File: config.mk
export PLATFORM = sky130hd
export DESIGN_NAME = fetch_stage
export DESIGN_NICKNAME = d
export VERILOG_FILES = /design/src/rtl/fetch_stage_pkg.sv /design/src/rtl/fetch_stage_if_id_reg.sv /design/src/rtl/fetch_stage.sv
export SDC_FILE = /design/constraint.sdc
export NUM_CORES = 1
export LEC_CHECK = 0
export ABC_AREA = 1
export BUFFER_PORTS_ARGS = -buffer_cell sky130_fd_sc_hd__buf_2
export CAP_MARGIN = 15
export CORE_MARGIN = 10
export CORE_UTILIZATION = 51
export CTS_CLUSTER_SIZE = 25
export DETAILED_ROUTE_END_ITERATION = 16
export GPL_ROUTABILITY_DRIVEN = 1
export GPL_TIMING_DRIVEN = 0
export PLACE_DENSITY = 0.81
export SLEW_MARGIN = 40
export SYNTH_ARGS = -nofsm -noshare
export SYNTH_HDL_FRONTEND = slang
export SYNTH_SLANG_ARGS = --single-unit
File: constraint.sdc
create_clock -name clk -period 4.2 [get_ports clk]
set_clock_uncertainty 0.1 [all_clocks]
set_input_delay 1.26 -clock clk [delete_from_list [all_inputs] [get_ports clk]]
set_output_delay 1.26 -clock clk [all_outputs]
set_load 0.02 [all_outputs]
File: src/rtl/fetch_stage_pkg.sv
// Shared definitions for the instruction fetch stage: instruction and PC widths,
// the NOP encoding, the PC increment, the IF/ID payload record and two small
// address helpers used by the PC logic.
package fetch_stage_pkg;

    localparam int INST_W = 32;
    localparam int PC_W   = 32;

    // An all-zero word is the pipeline bubble. Squashed and out-of-range
    // fetches insert it.
    localparam logic [INST_W-1:0] NOP_INST = 32'h0000_0000;

    // The PC advances by one 32-bit word per fetch.
    localparam logic [PC_W-1:0] PC_INC = 32'd4;

    // Payload that travels from IF to ID.
    typedef struct packed {
        logic [INST_W-1:0] inst;
        logic [PC_W-1:0]   pc4;
        logic              valid;
    } ifid_t;

    // Contents of IF/ID after reset, a flush or an out-of-range fetch.
    localparam ifid_t IFID_BUBBLE = '{inst: NOP_INST, pc4: '0, valid: 1'b0};

    // Sequential PC. The sum is taken modulo 2^32, so the last word address
    // wraps back to zero.
    function automatic logic [PC_W-1:0] pc_plus_inc(input logic [PC_W-1:0] pc);
        return pc + PC_INC;
    endfunction

    // Returns 1 when every byte of the word at pc lies below mem_size.
    // The comparison is done one bit wider. This keeps a small mem_size from
    // underflowing. It also stops a PC near the top of the address space from
    // wrapping into range.
    function automatic logic word_in_range(input logic [PC_W-1:0] pc,
                                           input logic [PC_W-1:0] mem_size);
        logic [PC_W:0] word_end;
        word_end = {1'b0, pc} + {1'b0, PC_INC};
        return word_end <= {1'b0, mem_size};
    endfunction

    // Returns 1 when a jump or branch target is not word aligned.
    function automatic logic target_misaligned(input logic [PC_W-1:0] target);
        return target[1:0] != 2'b00;
    endfunction

endpackage

File: src/rtl/fetch_stage_if_id_reg.sv
// IF/ID pipeline register.
// Priority at each edge: flush loads a bubble, stall holds, otherwise capture.
// The out-of-range substitution is decided upstream in fetch_stage, which
// presents a bubble on fetch_word when the word is not in memory.
module if_id_reg
    import fetch_stage_pkg::*;
(
    input  logic  clk,
    input  logic  rst,
    input  logic  stall,
    input  logic  flush,
    input  ifid_t fetch_word,
    output ifid_t id_word
);

    // Register the IF/ID payload: flush > stall > capture.
    always_ff @(posedge clk or posedge rst) begin
        // NOTE: sequential state uses non-blocking (<=) so every register samples pre-edge values.
        if (rst) begin
            id_word <= IFID_BUBBLE;
        end else if (flush) begin
            id_word <= IFID_BUBBLE;
        end else if (!stall) begin
            // NOTE: leaving id_word unassigned on stall is a clocked hold, not a latch, because this is always_ff.
            id_word <= fetch_word;
        end
    end

endmodule

File: src/rtl/fetch_stage.sv
// Instruction fetch stage.
// The block holds the PC register, the next-PC mux and the memory range check.
// It drives the instruction memory address straight from the PC. It feeds the
// IF/ID register with either the returned word or a bubble when the word lies
// outside memory.
// fetch_err is sticky until reset. It is set by a misaligned redirect target,
// or by a capture cycle whose PC is out of range.
module fetch_stage
    import fetch_stage_pkg::*;
#(
    parameter logic [PC_W-1:0] RESET_PC = 32'h0000_0000,
    parameter logic [PC_W-1:0] MEM_SIZE = 32'd511
) (
    input  logic              clk,
    input  logic              rst,
    input  logic              stall,
    input  logic              flush,
    input  logic              redirect,
    input  logic [PC_W-1:0]   redirect_pc,
    output logic [PC_W-1:0]   imem_pc,
    input  logic [INST_W-1:0] imem_inst,
    output logic [INST_W-1:0] ifid_inst,
    output logic [PC_W-1:0]   ifid_pc4,
    output logic              ifid_valid,
    output logic              fetch_err
);

    logic [PC_W-1:0] pc;
    logic [PC_W-1:0] pc_seq;
    logic [PC_W-1:0] pc_next;
    logic            capture;
    logic            in_range;
    logic            err_set;
    ifid_t           fetch_word;
    ifid_t           id_word;

    // The memory address is the PC register itself, with no logic in between,
    // so the memory lookup gets the whole cycle.
    assign imem_pc  = pc;
    assign pc_seq   = pc_plus_inc(pc);
    assign in_range = word_in_range(pc, MEM_SIZE);

    // IF/ID takes a new word only when nothing squashes or holds it. The range
    // check matters only on those cycles.
    assign capture  = !flush && !stall;

    assign err_set  = (redirect && target_misaligned(redirect_pc))
                   || (capture && !in_range);

    // Next-PC mux: redirect wins over stall; flush alone leaves the PC advancing.
    always_comb begin
        pc_next = pc_seq;
        if (redirect) begin
            pc_next = {redirect_pc[PC_W-1:2], 2'b00};
        end else if (stall) begin
            pc_next = pc;
        end
    end

    // Select the IF/ID payload: the fetched word, or a bubble when the word at
    // the PC is not fully inside memory.
    always_comb begin
        fetch_word = IFID_BUBBLE;
        if (in_range) begin
            fetch_word.inst  = imem_inst;
            fetch_word.pc4   = pc_seq;
            fetch_word.valid = 1'b1;
        end
    end

    // PC register, forced to RESET_PC asynchronously.
    always_ff @(posedge clk or posedge rst) begin
        if (rst) begin
            pc <= RESET_PC;
        end else begin
            pc <= pc_next;
        end
    end

    // Sticky fault flag: once set, only reset clears it.
    always_ff @(posedge clk or posedge rst) begin
        if (rst) begin
            fetch_err <= 1'b0;
        end else if (err_set) begin
            fetch_err <= 1'b1;
        end
    end

    if_id_reg u_if_id_reg (
        .clk        (clk),
        .rst        (rst),
        .stall      (stall),
        .flush      (flush),
        .fetch_word (fetch_word),
        .id_word    (id_word)
    );

    assign ifid_inst  = id_word.inst;
    assign ifid_pc4   = id_word.pc4;
    assign ifid_valid = id_word.valid;

endmodule

# Word level (Yosys, flattened, before mapping)
# Cells that the tools add are included.
# totals
reg_bits	98
output_inout_bits	98
input_bits	69
word_cells	23
# classes
order_cmp	1
n_eq_ne	2
n_reduce_logical	8
muxes	5
add_sub_neg	2
# ops
op	n
$mux 65	3
$mux 32	2
$add 32x3->33 const B	1
$le 33x9->1 const B	1
$add 32x3->32 const B	1
$ne 2x1->1 const B	2
$logic_and 1x1->1	3
$logic_not 1->1	3
$reduce_bool 2->1	1
$logic_or 1x1->1	1

# Depth between registers and ports, before layout
# Gate-level depths: netlist of the first run.
# logic_depth
word_depth	5
mapped_depth	15
ltp_nobuf	15

# Cells and area by module
# Synthesis of the first run repeated with hierarchy kept, for this count alone.
# hier_totals
hier_cells	736
hier_area_um2	5342.6
# by_module_without_submodules
mod	instances	cells_each	area_per_inst_um2
fetch_stage	1	452	2750.1
if_id_reg	1	284	2592.5

# Worst setup path before layout of the first run
# OpenSTA, ideal clock, no wires.
# synth_timing
path_type	input port to flip-flop
from	in redirect
to	reg pc[15] (netlist: imem_pc[15])
required_time_ns	4.013
path_stages	5
t_arrival_ns	2.235
n_path_buf	2
path_slack_ns	1.779
path_cell_list	clkbuf_1 nor2_1 inv_1 clkbuf_1 o211ai_1
# synth_between
elab_chain_len	1
elab_cells_between_ends	2
classes_between	1 x eq/ne; 1 x mux
# synth_lines
item	line_no	text
from (decl)	fetch_stage.sv:18	input logic redirect,
$ne 2x1->1 (no source line) / $mux 32 (equally long branches)	-	
to (signal assigned)	fetch_stage.sv:76	pc <= pc_next;
to (decl)	fetch_stage.sv:28	logic [PC_W-1:0] pc;
# Several ways; a longest one is shown, not always the timed one.
# A chain may end at the register's enable or synchronous reset.

# Worst setup path after layout of the first run
# layout_timing
from	in redirect
to	reg pc[2] (netlist: imem_pc[2])
# The elaborated chain is that of the path after synthesis.

==> impl_metrics.py, run 1 <==
metrics = {
    "detailed_routing": {
        "drtPass1Iterations": 5,
        "first_iter_violations": 445,
        "via_per_inst": 5.25,
        "antenna_left": 0,
        "wl_per_cell_um": 16.6,
        "drc_errors": 0,
        "vias": 4943,
        "wl_um": 15700,
    },
    "synth": {
        "yosys.area_share.simple": 0.374,
        "synth.avg_cell_area_um2": 7.71,
        "yosys-top-cells-area": "dfrtp_1 (49%), nand2_1 (18%), nor2_1 (5.9%)",
        "synthCells": 633,
        "ys_seq_elements": 95,
        "yosysTopAreaCell": "dfrtp_1",
        "synth_edf_count": 0,
        "synth_xor_area_frac": 0.0126,
        "ys_seq_area_frac": 0.487,
        "yosys_warnings": 0,
        "yosys.area_share.adder": 0.00256,
        "synth_mux_area_frac": 0,
        "syn_area_um2": 4880,
        "synthFlopType": "dfrtp_1",
        "synthArstFlopShare": 1.00,
        "synth_top_family_by_area": "simple AND/OR/NAND/NOR gates",
        "synth_compound_area_frac": 0.0431,
        "synth_cell_types": 31,
        "synth_top_area_frac": 0.487,
    },
    "power_and_ir_drop": {
        "p_sw_uw": 601,
        "ir_drop_uv": 212,
        "clockPowerShare": 0.360,
        "p_leak_nw": 3.31,
        "power_frac_seq": 0.484,
        "p_int_mw": 1.45,
        "switching_share": 0.293,
        "combPwrFrac": 0.155,
        "p_per_area_nw_per_um2": 334,
    },
    "clock_tree": {
        "post_cts_buffers": 0,
        "numCtsBuffers": 9,
        "clk_pin_slew_ns": 0.10,
        "ctsResizeCount": 0,
        "cts_sinks": 95,
        "cts_buffer_depth": 2,
        "clk_latency_ns": 0.36,
        "cts_tree": "built",
        "cts_root_buf": "clkbuf_8",
        "cts_hold_buf": 0,
        "htreeDepth": 3,
    },
    "sta": {
        "slew_violations": 0,
        "clock.fmax_mhz": 368,
        "post-route-period-util": 0.647,
        "finalHoldViolCount": 0,
        "fin_ws_ns": 1.48,
        "worstMarginPinSlew_ns": 0.818,
        "setup_viol": 0,
        "hold_slack_ns": 0.384,
        "fin_crit_ns": 2.72,
        "slew_headroom": 0.453,
        "rsz0062_at_grt": "no",
    },
    "global_route": {
        "grt_max_degree": 50,
        "grt_pass1_wl_um": 25600,
        "grt_overflow": 0,
        "grt_pass1_vias": 4959,
        "antenna_found_initial": 0,
        "grt.total_usage": 0.225,
    },
    "placed_design": {
        "dpl-instance-area_um2": 5890,
        "dp_cells": 927,
        "hpwl_um": 12400,
        "dp_worst_setup_slack_ns": 1.09,
        "io_buffers": 163,
        "gp_congestion": 0.918,
    },
    "final_layout": {
        "area.growth.synth_to_final_pct": 25.7,
        "drive_gt1_frac": 0.261,
        "final_cell_area_um2": 6130,
        "nets": 879,
        "layoutNonFillerInstCount": 942,
        "antenna_cells": 0,
    },
    "worst_setup_path": {
        "end_kind": "flop",
        "cp_slowest_cell": "nor2_1",
        "criticalPathCategory": "in -> reg",
        "critPathMaxStageDelay_ns": 0.65,
        "worstPathRequired_ns": 4.38,
        "cp_num_buf_inv": 3,
        "crit_path_start_kind": "primary input",
        "worst-path-max-fanout": 10,
        "cpMostUsedCell": "clkbuf_1",
        "worstPathCellList": "clkbuf_1 -> nor2_1 -> inv_1 -> clkbuf_1 -> o211ai_1",
        "arrival_ns": 2.90,
        "crit_family": "buffers and inverters",
    },
    "floorplanning": {
        "die_y_um": 118,
        "ios": 167,
        "die_w_um": 118,
        "dieArea_um2": 13900,
        "rows": 35,
        "start_util": 0.526,
        "core_region_area_um2": 9280,
    },
    "worst_hold_path": {
        "hold_class": "reg -> reg",
    },
    "run": {
        "drv_cap": 0,
    },
    "run_status": {
        "status": "finished clean",
    },
}
-- final cells by class --
type	count	area [µm²]
fill	865	3150
clock buffer	9	124
buffer	30	163
multi-input combinational	449	2120
sequential	95	2380
timing repair buffer	164	843
clock inverter	6	115
inverter	60	230
tap	129	161
-- sequential cells by signal, indices dropped and copies added, names as in the netlist --
signal,flops
u_if_id_reg.id_word,64
imem_pc,30
fetch_err,1
-- cell usage in the layout (no fill, tap or decap), types with 9 or more instances in the layout --
cell type and n:
buf_2 167, clkbuf_1 18, clkbuf_8 9, dfrtp_1 95
inv_1 55, nand2_1 237, nand3_1 26, nand4_1 46
nor2_1 77, nor2_4 9, o211ai_1 13
-- per-stage QoR --
stage | utilization | total power, mW | TNS [ns]
final | 0.661 | 2.05 | 0
after global routing | 0.661 | 2.15 | 0
after CTS | 0.661 | 2.06 | 0
after detailed placement | 0.635 | 1.33 | 0
after global placement | 0.631 | 1.32 | -63.95
after floorplan | - | 1.20 | 0
-- worst min-delay path, delay by kind of cell, from the launching register on --
family | cells | cell delay (ns)
DFF | 1 | 0.34
and+or+nand+nor | 2 | 0.11
-- cell families (layout without fill, tap and decap cells) --
group | count (synthesis) | after routing
buf+inv | 90 | 269
simple gates | 411 | 411
compound gates | 28 | 28
other cells | 1 | 2
flops | 95 | 95
fa+ha+maj | 1 | 1
xor+xnor | 7 | 7
-- worst paths after layout --
check,startpoint,endpoint,slack (ns),cells after the start
max in group asynchronous,rst,u_if_id_reg.id_word[25]$_DFFE_PP0P_,2.61,3
min in group asynchronous,rst,u_if_id_reg.id_word[49]$_DFFE_PP0P_,0.81,2
worst max-delay path,redirect,imem_pc[2]$_DFFE_PP0N_,1.48,5
worst max register to register,imem_pc[2]$_DFFE_PP0N_,u_if_id_reg.id_word[50]$_DFFE_PP0P_,1.70,12
worst min-delay path,u_if_id_reg.id_word[45]$_DFFE_PP0P_,u_if_id_reg.id_word[45]$_DFFE_PP0P_,0.38,2
worst min register to register,u_if_id_reg.id_word[45]$_DFFE_PP0P_,u_if_id_reg.id_word[45]$_DFFE_PP0P_,0.38,2
-- cells in the mapped netlist, drive strengths merged, types with 2 or more instances --
| master | n |
|---|---|
| buf | 12 |
| clkinv | 2 |
| clkbuf | 18 |
| o211ai | 13 |
| nor2 | 88 |
| xnor2 | 5 |
| o21ai | 4 |
| o221ai | 8 |
| nand3b | 4 |
| nor3 | 3 |
| nand4 | 46 |
| nand3 | 27 |
| nand2 | 243 |
| dfrtp | 95 |
| inv | 58 |
| xor2 | 2 |
-- layer usage --
layer / track usage / wire length [µm]
met5: 0 / 0
met4: 0.0611 / 282
met3: 0.0556 / 1040
met2: 0.385 / 7770
met1: 0.274 / 6570
-- power by group through the flow --
stage | Sequential (mW) | Combinational (mW) | Clock, mW
after floorplan | 1.04 | 0.163 | 0
after global placement | 1.01 | 0.310 | 0
after detailed placement | 1.01 | 0.320 | 0
after CTS | 0.990 | 0.322 | 0.746
after global routing | 0.998 | 0.354 | 0.798
final | 0.991 | 0.318 | 0.738
Note: power is estimated with default switching activity, not from simulation.
==> run 2, diff against run 1 <==
clock period = 2.7 ns   (was 4.2 ns; I/O delays follow)
==> run 2 against run 1 <==
Compared with the run above: combinational power increased by 60%; sequential share of layout area is 0.41 points lower; clock-buffer cell count unchanged; die area did not move; cell count is 0.42% higher; utilization is 0.71 points higher; sequential power increased by 55%; via count is 0.16% higher; worst setup slack worse by 1.2 ns; clock power grew 57%; critical path type is now reg -> reg; largest cell class unchanged.
==> impl_metrics.py, run 2 (same netlist as run 1, synthesis figures left out) <==
metrics = {
    "worst_setup_path": {
        "cp_num_buf_inv": 1,
        "worst-path-max-fanout": 10,
        "crit_path_start_kind": "flop",
        "cpMostUsedCell": "nand2_1",
        "worstPathCellList": "ha_1 -> nand2_1 -> nor2_4 -> nand2_4 -> nor2_1 -> nor2_1 -> nor2_2 -> nand2_1 -> nor2_1 -> nand2_1 -> nor2_4 -> buf_6 -> nand4_1 -> nand2_1",
        "end_kind": "flop",
        "r2r_end": "u_if_id_reg.id_word[62]$_DFFE_PP0P_",
        "arrival_ns": 2.66,
        "criticalPathCategory": "reg -> reg",
        "critPathMaxStageDelay_ns": 0.46,
        "cp_slowest_cell": "dfrtp_1",
        "r2r_start": "imem_pc[2]$_DFFE_PP0N_",
        "worstPathRequired_ns": 2.91,
        "ff2ff_setup_slack_ns": 0.25,
        "r2r_cells": 14,
        "crit_family": "simple AND/OR/NAND/NOR gates",
    },
    "clock_tree": {
        "cts_tree": "built",
        "cts_hold_buf": 0,
        "post_cts_buffers": 0,
        "cts_sinks": 95,
        "numCtsBuffers": 9,
        "ctsResizeCount": 0,
        "htreeDepth": 3,
        "cts_buffer_depth": 2,
        "clk_latency_ns": 0.36,
        "clk_pin_slew_ns": 0.10,
        "cts_root_buf": "clkbuf_8",
    },
    "power_and_ir_drop": {
        "p_leak_nw": 3.33,
        "p_int_mw": 2.26,
        "ir_drop_uv": 318,
        "power_mw": 3.21,
        "clockPowerShare": 0.360,
        "switching_share": 0.295,
        "p_sw_uw": 946,
        "combPwrFrac": 0.158,
        "power_frac_seq": 0.481,
        "p_per_area_nw_per_um2": 517,
    },
    "run_status": {
        "status": "finished clean",
    },
    "floorplanning": {
        "dieArea_um2": 13900,
        "rows": 35,
        "die_w_um": 118,
        "core_region_area_um2": 9280,
        "start_util": 0.526,
        "ios": 167,
        "die_y_um": 118,
    },
    "detailed_routing": {
        "wl_met3_um": 1230,
        "drc_errors": 0,
        "via_per_inst": 5.23,
        "wl_met2_um": 7560,
        "wl_per_cell_um": 16.4,
        "vias": 4951,
        "first_iter_violations": 517,
        "wl_um": 15500,
        "drtPass1Iterations": 8,
        "top_layer": "met4",
        "antenna_left": 0,
        "wl_met1_um": 6380,
    },
    "run": {
        "drv_cap": 0,
    },
    "final_layout": {
        "nets": 882,
        "largest-register": "u_if_id_reg.id_word",
        "final_common_cell": "nand2_1",
        "drive_gt1_frac": 0.263,
        "final_cell_area_um2": 6200,
        "final_cell_mix": "nand2_1 (237), buf_2 (167), dfrtp_1 (95), nor2_1 (77), inv_1 (55)",
        "area.growth.synth_to_final_pct": 27.0,
        "largest_reg_flops": 64,
    },
    "placed_design": {
        "io_buffers": 163,
        "hpwl_um": 12300,
        "dp_worst_setup_slack_ns": 0.0408,
        "gp_congestion": 0.930,
        "dpl-instance-area_um2": 5950,
    },
    "worst_hold_path": {
        "hold_class": "in -> async",
    },
    "sta": {
        "fin_setup_tns_ns": 0,
        "finalHoldViolCount": 0,
        "hold_slack_ns": 0.338,
        "worstMarginPinSlew_ns": 0.796,
        "post-route-period-util": 0.908,
        "fin_ws_ns": 0.249,
        "clock.fmax_mhz": 408,
        "rsz0062_at_grt": "no",
        "slew_headroom": 0.468,
        "slew_violations": 0,
        "setup_viol": 0,
        "fin_crit_ns": 2.45,
    },
    "global_route": {
        "grt_pass1_wl_um": 25600,
        "grt_pass1_vias": 5003,
        "grt_max_degree": 26,
        "grt.total_usage": 0.223,
        "grt_overflow": 0,
        "antenna_found_initial": 1,
    },
}
[run 2: cell types whose count changed in the layout (fill, tap and decap cells not counted)]
cell and change:
buf_16 +1, clkinvlp_4 +1, inv_6 -2, buf_12 +1
diode_2 +1, buf_8 +1, inv_8 +1
[run 2: how the worst max path moves through the flow]
stage	startpoint	to	slack, ns	cells after the start
2_1_floorplan	imem_pc[2]$_DFFE_PP0N_	u_if_id_reg.id_word[5]$_DFFE_PP0P_	0.54	12
3_3_place_gp	rst	imem_pc[27]$_DFFE_PP0N_	0.08	2
3_5_place_dp	redirect	imem_pc[8]$_DFFE_PP0N_	0.04	5
4_1_cts	imem_pc[2]$_DFFE_PP0N_	u_if_id_reg.id_word[62]$_DFFE_PP0P_	0.24	14
5_1_grt	imem_pc[2]$_DFFE_PP0N_	u_if_id_reg.id_word[51]$_DFFE_PP0P_	0.003	14
6_report	imem_pc[2]$_DFFE_PP0N_	u_if_id_reg.id_word[62]$_DFFE_PP0P_	0.25	14
[run 2: power by group through the flow]
stage,clock network (mW),logic (mW),registers [mW]
after floorplan,0,0.255,1.61
after global placement,0,0.482,1.57
after detailed placement,0,0.508,1.57
after CTS,1.17,0.511,1.54
after global routing,1.24,0.563,1.55
final,1.16,0.508,1.54
[run 2: per-stage QoR]
step,utilization,cells
global placement,0.632,926
CTS,0.667,945
global route,0.668,946
floorplan,-,634
detailed placement,0.641,930
finish,0.668,946
[run 2: area by class of cell]
cell class / count / area, µm²
repair buffers: 167 / 906
fillers: 834 / 3090
clock inverters: 6 / 118
plain buffers: 30 / 163
multi-input cells: 449 / 2120
inverters: 60 / 229
clock buffers: 9 / 124
diodes: 1 / 2.50
flip-flops and latches: 95 / 2380
well taps: 129 / 161
[run 2: metal layers]
layer / up-vias / global-route usage
met3: 20 / 0.0652
met2: 227 / 0.375
met5: - / 0
li1: 2376 / -
met4: 0 / 0.0641
met1: 2328 / 0.269
